==> config.mk <==
export PLATFORM = sky130hd
export DESIGN_NAME = load_store_pipe_responder
export DESIGN_NICKNAME = d
export VERILOG_FILES = /design/src/rtl/load_store_pipe_responder_pkg.sv /design/src/rtl/load_store_pipe_responder_ldst_lane_align.sv /design/src/rtl/load_store_pipe_responder.sv
export SDC_FILE = /design/constraint.sdc
export NUM_CORES = 1
export LEC_CHECK = 0
export CAP_MARGIN = 20
export CORE_MARGIN = 10
export CORE_UTILIZATION = 46
export CTS_CLUSTER_DIAMETER = 40
export DETAILED_ROUTE_END_ITERATION = 16
export PLACE_DENSITY_LB_ADDON = 0.25
export REMOVE_ABC_BUFFERS = 1
export SYNTH_ARGS = -nofsm -noshare
export SYNTH_HDL_FRONTEND = slang
export SYNTH_SLANG_ARGS = --single-unit
export TNS_END_PERCENT = 30
==> constraint.sdc <==
create_clock -name iCLOCK -period 3.8 [get_ports iCLOCK]
set_clock_uncertainty 0.05 [all_clocks]
set_input_delay 0.76 -clock iCLOCK [delete_from_list [all_inputs] [get_ports iCLOCK]]
set_output_delay 0.76 -clock iCLOCK [all_outputs]
set_load 0.01 [all_outputs]
==> src/rtl/load_store_pipe_responder_pkg.sv <==
// -----------------------------------------------------------------------------
// load_store_pipe_responder_pkg
// Shared encodings for the LDST responder and its lane-alignment helper:
//   - ORDER_* : access size encodings carried on the LDST/DATAIO order fields
//   - ST_*    : responder state encodings
//   - MISALIGN_FLAG_BIT : MMU flag bit raised for a misaligned access
//   - is_misaligned()   : halfword on odd byte / word on non-word boundary
// -----------------------------------------------------------------------------
package load_store_pipe_responder_pkg;

   localparam logic [1:0] ORDER_BYTE = 2'b00;
   localparam logic [1:0] ORDER_HALF = 2'b01;
   localparam logic [1:0] ORDER_WORD = 2'b10;
   localparam logic [1:0] ORDER_NONE = 2'b11;

   localparam logic [1:0] ST_IDLE     = 2'd0;
   localparam logic [1:0] ST_ISSUE    = 2'd1;
   localparam logic [1:0] ST_WAIT     = 2'd2;
   localparam logic [1:0] ST_DONE_NOP = 2'd3;

   localparam int MISALIGN_FLAG_BIT = 0;

   function automatic logic is_misaligned(input logic [1:0] order, input logic [1:0] addr_lo);
      return ((order == ORDER_HALF) && addr_lo[0]) ||
             ((order == ORDER_WORD) && (addr_lo != 2'b00));
   endfunction

endpackage

==> src/rtl/load_store_pipe_responder_ldst_lane_align.sv <==
// -----------------------------------------------------------------------------
// ldst_lane_align
// Purely combinational big-endian byte-lane logic (lane 0 = bits [31:24]).
// Ports:
//   order     in  2   access size (byte/half/word/none)
//   addr_lo   in  2   byte offset within the word
//   wdata     in  32  right-justified write data
//   rdata_raw in  32  raw word from memory
//   lane_en   out 4   byte lanes touched by the access
//   wdata_lane out 32 write data replicated onto every candidate lane
//   rdata_ext out 32  selected lane(s) right-justified, zero-extended
// -----------------------------------------------------------------------------
module ldst_lane_align
   import load_store_pipe_responder_pkg::*;
(
   input  logic [1:0]  order,
   input  logic [1:0]  addr_lo,
   input  logic [31:0] wdata,
   input  logic [31:0] rdata_raw,
   output logic [3:0]  lane_en,
   output logic [31:0] wdata_lane,
   output logic [31:0] rdata_ext
);

   logic [31:0] byte_shift;

   always_comb begin
      lane_en    = 4'b0000;
      wdata_lane = wdata;
      rdata_ext  = 32'd0;
      // (3 - addr_lo) * 8 : bring the addressed byte down to [7:0]
      byte_shift = rdata_raw >> {~addr_lo, 3'b000};
      case (order)
         ORDER_BYTE: begin
            lane_en    = 4'b1000 >> addr_lo;
            wdata_lane = {4{wdata[7:0]}};
            rdata_ext  = {24'd0, byte_shift[7:0]};
         end
         ORDER_HALF: begin
            lane_en    = addr_lo[1] ? 4'b0011 : 4'b1100;
            wdata_lane = {2{wdata[15:0]}};
            rdata_ext  = addr_lo[1] ? {16'd0, rdata_raw[15:0]} : {16'd0, rdata_raw[31:16]};
         end
         ORDER_WORD: begin
            lane_en    = 4'b1111;
            rdata_ext  = rdata_raw;
         end
         default: begin
            lane_en    = 4'b0000;
         end
      endcase
   end

endmodule

==> src/rtl/load_store_pipe_responder.sv <==
// -----------------------------------------------------------------------------
// load_store_pipe_responder
// Responder end of the LDST pipe: accepts one request at a time, drives the
// DATAIO memory port with lane-aligned enables/data, waits for completion and
// returns right-justified read data, fault status and MMU flags with a
// one-cycle oLDST_VALID pulse.
// Optional: define LDST_ALIGN_CHECK_EN to fault misaligned half/word accesses
// without touching memory (PAGEFAULT=1, flag bit0 = misalign code).
// Ports:
//   iCLOCK, inRESET (async, active low)
//   iLDST_*  / oLDST_*   : request in, busy/result out
//   oDATAIO_* / iDATAIO_* : memory request out, stall/completion in
// -----------------------------------------------------------------------------
module load_store_pipe_responder
   import load_store_pipe_responder_pkg::*;
#(
   parameter int P_TID_W  = 14,
   parameter int P_FLAG_W = 14
)(
   input  logic                iCLOCK,
   input  logic                inRESET,
   input  logic                iLDST_REQ,
   output logic                oLDST_BUSY,
   input  logic [1:0]          iLDST_ORDER,
   input  logic [3:0]          iLDST_MASK,
   input  logic                iLDST_RW,
   input  logic [P_TID_W-1:0]  iLDST_TID,
   input  logic [1:0]          iLDST_MMUMOD,
   input  logic [31:0]         iLDST_PDT,
   input  logic [31:0]         iLDST_ADDR,
   input  logic [31:0]         iLDST_DATA,
   output logic                oLDST_VALID,
   output logic                oLDST_PAGEFAULT,
   output logic [P_FLAG_W-1:0] oLDST_MMU_FLAGS,
   output logic [31:0]         oLDST_DATA,
   output logic                oDATAIO_REQ,
   input  logic                iDATAIO_BUSY,
   output logic [1:0]          oDATAIO_ORDER,
   output logic [3:0]          oDATAIO_MASK,
   output logic                oDATAIO_RW,
   output logic [P_TID_W-1:0]  oDATAIO_TID,
   output logic [1:0]          oDATAIO_MMUMOD,
   output logic [31:0]         oDATAIO_PDT,
   output logic [31:0]         oDATAIO_ADDR,
   output logic [31:0]         oDATAIO_DATA,
   input  logic                iDATAIO_VALID,
   input  logic                iDATAIO_PAGEFAULT,
   input  logic [P_FLAG_W-1:0] iDATAIO_MMU_FLAGS,
   input  logic [31:0]         iDATAIO_DATA
);

`ifdef LDST_ALIGN_CHECK_EN
   localparam logic [P_FLAG_W-1:0] MISALIGN_FLAGS = P_FLAG_W'(1) << MISALIGN_FLAG_BIT;
`endif

   logic [1:0]          state_reg;
   logic [1:0]          order_reg;
   logic [3:0]          mask_reg;
   logic                rw_reg;
   logic [P_TID_W-1:0]  tid_reg;
   logic [1:0]          mmumod_reg;
   logic [31:0]         pdt_reg;
   logic [31:0]         addr_reg;
   logic [31:0]         wdata_reg;
   logic                valid_reg;
   logic                pf_reg;
   logic [P_FLAG_W-1:0] flags_reg;
   logic [31:0]         data_reg;

   logic [3:0]          lane_en;
   logic [31:0]         wdata_lane;
   logic [31:0]         rdata_ext;

   ldst_lane_align u_align (
      .order      (order_reg),
      .addr_lo    (addr_reg[1:0]),
      .wdata      (wdata_reg),
      .rdata_raw  (iDATAIO_DATA),
      .lane_en    (lane_en),
      .wdata_lane (wdata_lane),
      .rdata_ext  (rdata_ext)
   );

   always_ff @(posedge iCLOCK or negedge inRESET) begin
      if (!inRESET) begin
         state_reg  <= ST_IDLE;
         order_reg  <= 2'b00;
         mask_reg   <= 4'b0000;
         rw_reg     <= 1'b0;
         tid_reg    <= '0;
         mmumod_reg <= 2'b00;
         pdt_reg    <= 32'd0;
         addr_reg   <= 32'd0;
         wdata_reg  <= 32'd0;
         valid_reg  <= 1'b0;
         pf_reg     <= 1'b0;
         flags_reg  <= '0;
         data_reg   <= 32'd0;
      end else begin
         // VALID is a single-cycle pulse; only a completion re-arms it.
         valid_reg <= 1'b0;
         case (state_reg)
            ST_IDLE: begin
               if (iLDST_REQ) begin
                  order_reg  <= iLDST_ORDER;
                  mask_reg   <= iLDST_MASK;
                  rw_reg     <= iLDST_RW;
                  tid_reg    <= iLDST_TID;
                  mmumod_reg <= iLDST_MMUMOD;
                  pdt_reg    <= iLDST_PDT;
                  addr_reg   <= iLDST_ADDR;
                  wdata_reg  <= iLDST_DATA;
`ifdef LDST_ALIGN_CHECK_EN
                  if (is_misaligned(iLDST_ORDER, iLDST_ADDR[1:0])) begin
                     state_reg <= ST_DONE_NOP;
                     valid_reg <= 1'b1;
                     pf_reg    <= 1'b1;
                     flags_reg <= MISALIGN_FLAGS;
                     data_reg  <= 32'd0;
                  end else
`endif
                  if (iLDST_ORDER == ORDER_NONE) begin
                     // No-op completes without a memory access; result is
                     // registered on entry so VALID coincides with DONE_NOP.
                     state_reg <= ST_DONE_NOP;
                     valid_reg <= 1'b1;
                     pf_reg    <= 1'b0;
                     flags_reg <= '0;
                     data_reg  <= 32'd0;
                  end else begin
                     state_reg <= ST_ISSUE;
                  end
               end
            end
            ST_ISSUE: begin
               if (!iDATAIO_BUSY) begin
                  state_reg <= ST_WAIT;
               end
            end
            ST_WAIT: begin
               if (iDATAIO_VALID) begin
                  state_reg <= ST_IDLE;
                  valid_reg <= 1'b1;
                  pf_reg    <= iDATAIO_PAGEFAULT;
                  flags_reg <= iDATAIO_MMU_FLAGS;
                  data_reg  <= (iDATAIO_PAGEFAULT || rw_reg) ? 32'd0 : rdata_ext;
               end
            end
            default: begin
               state_reg <= ST_IDLE;
            end
         endcase
      end
   end

   assign oLDST_BUSY      = (state_reg != ST_IDLE);
   assign oLDST_VALID     = valid_reg;
   assign oLDST_PAGEFAULT = pf_reg;
   assign oLDST_MMU_FLAGS = flags_reg;
   assign oLDST_DATA      = data_reg;

   assign oDATAIO_REQ     = (state_reg == ST_ISSUE);
   assign oDATAIO_ORDER   = order_reg;
   assign oDATAIO_MASK    = lane_en & mask_reg;
   assign oDATAIO_RW      = rw_reg;
   assign oDATAIO_TID     = tid_reg;
   assign oDATAIO_MMUMOD  = mmumod_reg;
   assign oDATAIO_PDT     = pdt_reg;
   assign oDATAIO_ADDR    = {addr_reg[31:2], 2'b00};
   assign oDATAIO_DATA    = wdata_lane;

endmodule

==> summary.md <==
| Metric | Value |
|---|---|
| Status | `finished clean` |
| Synth Flop Type | `dfrtp_1` |
| First-pass GRT wire length | `around 39000 um` |
| Rows | `48` |
| Initial antenna violation count | `1` |
| GRT Util Overall | `0.216` |
| Hold Path Class | `in -> async` |
| Max Freq | `roughly 320 MHz` |
| Via density | `between 5 and 6` |
| Utilization after layout | `0.683` |
| Synth area leader | `dfrtp_1` |
| Final setup viols | `0` |
| Synth async-reset ratio | `1.00` |
| Synth top area share | `0.529` |
| Reg2reg path depth | `5` |
| FF-to-FF Start | `oDATAIO_ORDER[0]` |
| Area of the multi-input gates | `about 0.0031 sq mm` |
| Slew @ Worst Pin | `between 0.7 and 0.8 ns` |
| Max-Slew Margin vs Limit | `0.502` |
| Pwr Total | `between 9 and 10 mW` |
| Wire per inst | `~22 um` |
| Vias post-DR | `5884` |
| Post-Synth XOR/XNOR Area | `0` |
| Post-CTS Setup Inserts | `0` |
| DRC Markers | `0` |
| Reg clk slew, reported paths | `~0.070 ns` |
| Post-detail-place hpwl | `between 15000 and 20000 um` |
| Mapped cell area | `around 0.008 sq mm` |
| Die width | `152 um` |
| Crit path max fanout | `16` |
| Number of global-route vias before repair | `between 6000 and 7000` |
| Adder-Cell Fraction of Synth Area | `0` |
| Register area | `around 0.0042 sq mm` |
| Post-synthesis mux area share | `0.251` |
| Register area share after synthesis | `0.529` |
| Final GP Congestion | `0.901` |
| Distinct cells, synth | `33` |
| P_leak | `about 5 nW` |
| Simple-gate portion of the synthesized area | `0.0588` |
| CP Class | `reg -> out` |
| Cell count after synthesis | `just over 600` |
| Fillcell total | `around 1300` |
| Final WL | `roughly 26000 um` |
| Num CTS Buffers | `17` |
| Clock sink count | `169` |
| Final Hold Viols | `0` |
| Core area | `roughly 0.017 sq mm` |
| Syn_area_per_cell | `13.0 sq um` |
| CTS tree | `done` |
| Largest net degree at the start of global routing | `73` |
| Clk buf depth | `2` |
| Startpoint Class | `flip-flop` |
| Tmin final | `approximately 3.2 ns` |
| Power per cell area | `approximately 850 mW/mm^2` |
| Flops & latches, synth | `around 170` |
| Synth top area cells | `dfrtp_1, mux2_4, mux2_2` |
| # Max-Cap Violations | `0` |
| Worst r2r dst | `oLDST_DATA[20]` |
| Overflow after GRT | `0` |
| Skew-Pair Late Insertion Delay | `0.43 ns` |
| Max VDD drop | `between 0.0004 and 0.0005 V` |
| TritonRoute pass-1 iters | `4` |
| DR iter-0 viols | `261` |
| Ports | `between 300 and 400` |
| CP endpoint kind | `output port` |
| # H-tree levels | `4` |
| TNS Setup | `0 ns` |
| Port bufs | `approximately 340` |
| Commonest non-fill, non-tap cells in the layout | `clkdlybuf4s50_1, dfrtp_1, mux2_4` |
| Fin crit share | `0.830` |
| PostCTS Resize Cnt | `0` |
| Die area | `0.0231 sq mm` |
| DRT antenna net count | `0` |
| Largest family of logic cells by synthesized area | `multiplexers` |
| Layout Nets | `1075` |
| Hold Buf Count CTS | `0` |
| Layout cell share with drive strength beyond 1 | `0.188` |
| Clock Tree Root | `clkbuf_16` |
| Starting Density | `0.466` |
| Reg2reg setup slack | `1.33 ns` |
| Area growth, synth to finish | `46.6%` |
| Post-synth EDFFs | `0` |
| Max-slew violation count | `0` |
| WP data required | `approximately 3.0 ns` |
| Compound-Gate Fraction of Synth Area | `0.0782` |
| Worst EP arrival | `~2.3 ns` |
| Leading cell type in the layout, fill and taps excluded | `clkdlybuf4s50_1` |
| Synth warn | `0` |
| RSZ-0062 raised after global routing | `false` |
| Chip height | `around 150 um` |
worst max-delay path by stage:
stage / start / to / slack [ns] / cells past startpoint
after floorplan: iLDST_REQ / addr_reg[31] / 0.94 / 3
after global placement: iLDST_REQ / mask_reg[2] / 0.95 / 5
after detailed placement: iLDST_REQ / wdata_reg[31] / 0.94 / 5
after CTS: addr_reg[1] / oDATAIO_MASK[0] / 0.64 / 4
after global routing: addr_reg[1] / oDATAIO_MASK[0] / 0.55 / 4
final: addr_reg[1] / oDATAIO_MASK[0] / 0.65 / 4
metal layers:
| layer | routed length (um) | track usage |
|---|---|---|
| met1 | 9630 | 0.230 |
| met2 | 12700 | 0.364 |
| met3 | 2730 | 0.108 |
| met4 | 474 | 0.0734 |
| met5 | 0 | 0 |
cells in the mapped netlist (2+ instances only):
master and instances:
buf_6 3, mux2_1 5, a22oi_1 8, mux2_4 70, nand2_1 66, a21o_1 2, o211ai_1 8, a21oi_1 4
buf_4 46, mux2i_1 25, clkbuf_1 6, buf_2 16, o21ai_0 37, mux2_2 58, inv_1 4, buf_12 8
dfrtp_1 169, nor2_1 19, and3_1 4, nor2b_1 10, a22o_1 21, o21ai_1 17
layout make-up:
| type | instances | area share |
|---|---|---|
| diodes | 1 | 0.000213 |
| repair buffers | 347 | 0.297 |
| flip-flops and latches | 169 | 0.360 |
| well taps | 225 | 0.0240 |
| inverters | 4 | 0.00128 |
| clock inverters | 10 | 0.0123 |
| clock buffers | 20 | 0.0389 |
| multi-input cells | 365 | 0.266 |
power breakdown:
part | leakage (nW) | internal, mW | switching, mW
logic | 2.64 | 2.97 | 2.04
clock network | 0.285 | 1.07 | 0.714
registers | 2.07 | 2.60 | 0.594
total | 5.00 | 6.63 | 3.35
kinds of logic after synthesis:
logic type,Yosys count
muxes,158
buffers and inverters,84
other,1
AOI/OAI and AO/OA,99
DFF,169
and+or+nand+nor,106
worst max-delay path, stage by stage, from the launching register on:
cell             delay [ns]
dfrtp_1                0.66
buf_4                  0.31
o21ai_0                0.11
a21oi_1                0.25
clkdlybuf4s50_1        0.59
per-stage QoR:
stage                     worst slack (ns)  hold slack (ns)  area, sq um  instances
after floorplan                      0.940            0.414         7360        538
after global placement               0.946            0.412        11100       1110
after detailed placement             0.942            0.420        11100       1110
after CTS                            0.639            0.315        11700       1140
after global routing                 0.554            0.326        11700       1141
final                                0.646            0.290        11700       1141
(Power assumes the default switching activity.)
==> RTL edit, RTL diff (config.mk and constraints unchanged) <==
The parameter `P_TID_W` goes from 14 to 12.
--- a/src/rtl/load_store_pipe_responder.sv
+++ b/src/rtl/load_store_pipe_responder.sv
@@ -14,7 +14,7 @@
 module load_store_pipe_responder
    import load_store_pipe_responder_pkg::*;
 #(
-   parameter int P_TID_W  = 14,
+   parameter int P_TID_W  = 12,
    parameter int P_FLAG_W = 14
 )(
    input  logic                iCLOCK,
Ports: changed (resized iLDST_TID and oDATAIO_TID); port bits go from 340 to 336. No check against the original RTL was run, so the function may have changed too.
==> RTL edit against the unedited design <==
Clock power fell by 6%. Worst setup slack got worse by 0.25 ns. Power fell by 0.36%. Via count fell by 0.44%. Utilization fell by 0.44 points. Wire length rose by 0.81%. Global-route usage fell by 0.11 points. Cell area fell by 0.30%. Non-clock buffer count fell by 3. Synthesized cell count fell by 0.65%. Area after synthesis rose by 0.58%. Critical path depth fell by 1. Sequential cell count fell by 2. Critical endpoint is now oDATAIO_DATA[11]. Largest cell class unchanged. Largest power group unchanged. Highest routed layer unchanged.
==> RTL edit: results (changes against the unedited design) <==
power:
  vdd.ir_drop.worst_mv: 0.576  # was 0.494 mV
  p_sw_uw: 3390  # was 3350 uW
  p_leak_uw: 0.00503  # was 0.00500 uW
placed_design:
  pre_cts_slack_ns: 0.765  # was 0.942 ns
  gp_congestion: 0.865  # was 0.901
  io_buffers: 333  # was 337
  dp_hpwl_mm: 19.8  # about the same
cts:
  cts_buffer_depth: 2  # unchanged
  insertion_delay_ns: 0.41  # was 0.43 ns
global_routing:
  grt_pass1_vias: 6587  # was 6,512
  groute.usage.overall_pct: 21.5  # was 21.6%
  grt_max_degree: 72  # was 73
  antenna_found_initial: 3  # was 1
  grt_pass1_wl_mm: 39.7  # was 39.5 mm
critical_path:
  reg2reg_from: "oDATAIO_ORDER[0]"  # unchanged
  regToRegSetupSlack_ns: 1.63  # was 1.33 ns
  crit_family: "flip-flops"  # was buffers and inverters
  cp.arrival_ns: 2.59  # was 2.34 ns
synth:
  synth-compound-area-share_pct: 7.77  # was 7.82%
  ys_top_cells_by_count: "dfrtp_1, mux2_4, nand2_1"  # unchanged
  synth-seq-area-share_pct: 51.9  # was 52.9%
  synthMuxAreaShare_pct: 25.9  # was 25.1%
  async_flop_share_pct: 100  # unchanged
drt:
  via_count: 5858  # was 5,884
  wl_per_cell_um: 22.6  # was 22.4 um
  drt_iter0_drc: 277  # was 261
final_layout:
  drive_above_1_share_pct: 19.7  # was 18.8%
  fillers: 1263  # was 1,253
  final_nets: 1066  # was 1,075
timing:
  tightestPinTransition_ns: 0.882  # was 0.746 ns
outcome:
  status: "completed"  # unchanged
## RTL edit: cell types whose count changed after synthesis, sizes merged
cell / before / now
dfrtp: 169 / 167
mux2: 133 / 131
## RTL edit: how the worst max path moves through the flow
stage / cells after the start / from / to / slack [ns]
CTS: 3 / oDATAIO_ORDER[0] / oDATAIO_DATA[10] / 0.30
global route: 3 / oDATAIO_ORDER[0] / oDATAIO_DATA[13] / 0.28
detailed placement: 3 / oDATAIO_ORDER[0] / oDATAIO_DATA[10] / 0.76
global placement: 3 / oDATAIO_ORDER[0] / oDATAIO_DATA[14] / 0.84
floorplan: 3 / iLDST_REQ / addr_reg[31] / 0.83
finish: 3 / oDATAIO_ORDER[0] / oDATAIO_DATA[11] / 0.40
## RTL edit: power by group through the flow
| stage | logic, uW | registers, uW | clock network, uW |
|---|---|---|---|
| after floorplan | 2200 | 3400 | 0 |
| after global placement | 5020 | 3170 | 0 |
| after detailed placement | 5110 | 3200 | 0 |
| after CTS | 5130 | 3210 | 1710 |
| after global routing | 5370 | 3320 | 1800 |
| final | 5060 | 3210 | 1680 |
## RTL edit: kinds of logic after synthesis
kind of cell / after synthesis
mux: 156
buf+inv: 84
compound gates: 99
simple gates: 106
flops: 167
other cells: 1
## RTL edit: per-stage QoR
stage,utilization (%),cell area [um2],cells,hold slack (ns)
6_report,67.9,11700,1138,0.279
5_1_grt,67.9,11700,1138,0.311
4_1_cts,67.8,11700,1135,0.304
3_5_place_dp,64.5,11100,1103,0.420
3_3_place_gp,64.5,11100,1103,0.412
2_1_floorplan,-,7380,534,0.414
## RTL edit: cell type report
type / count / share of cell area [%]
clock buffers: 19 / 3.87
repair buffers: 344 / 29.5
diodes: 3 / 0.0642
flip-flops and latches: 167 / 35.7
multi-input cells: 363 / 27.2
well taps: 225 / 2.41
clock inverters: 13 / 1.02
inverters: 4 / 0.128
## RTL edit: metal layers
metal  GRT usage [%]  vias to the layer above  wire length, um
met4            7.11                        0              501
met1            23.1                     2902             9630
met3            11.5                       29             2950
met2            35.5                      270            12700
met5               0                        -                0
li1                -                     2657                -
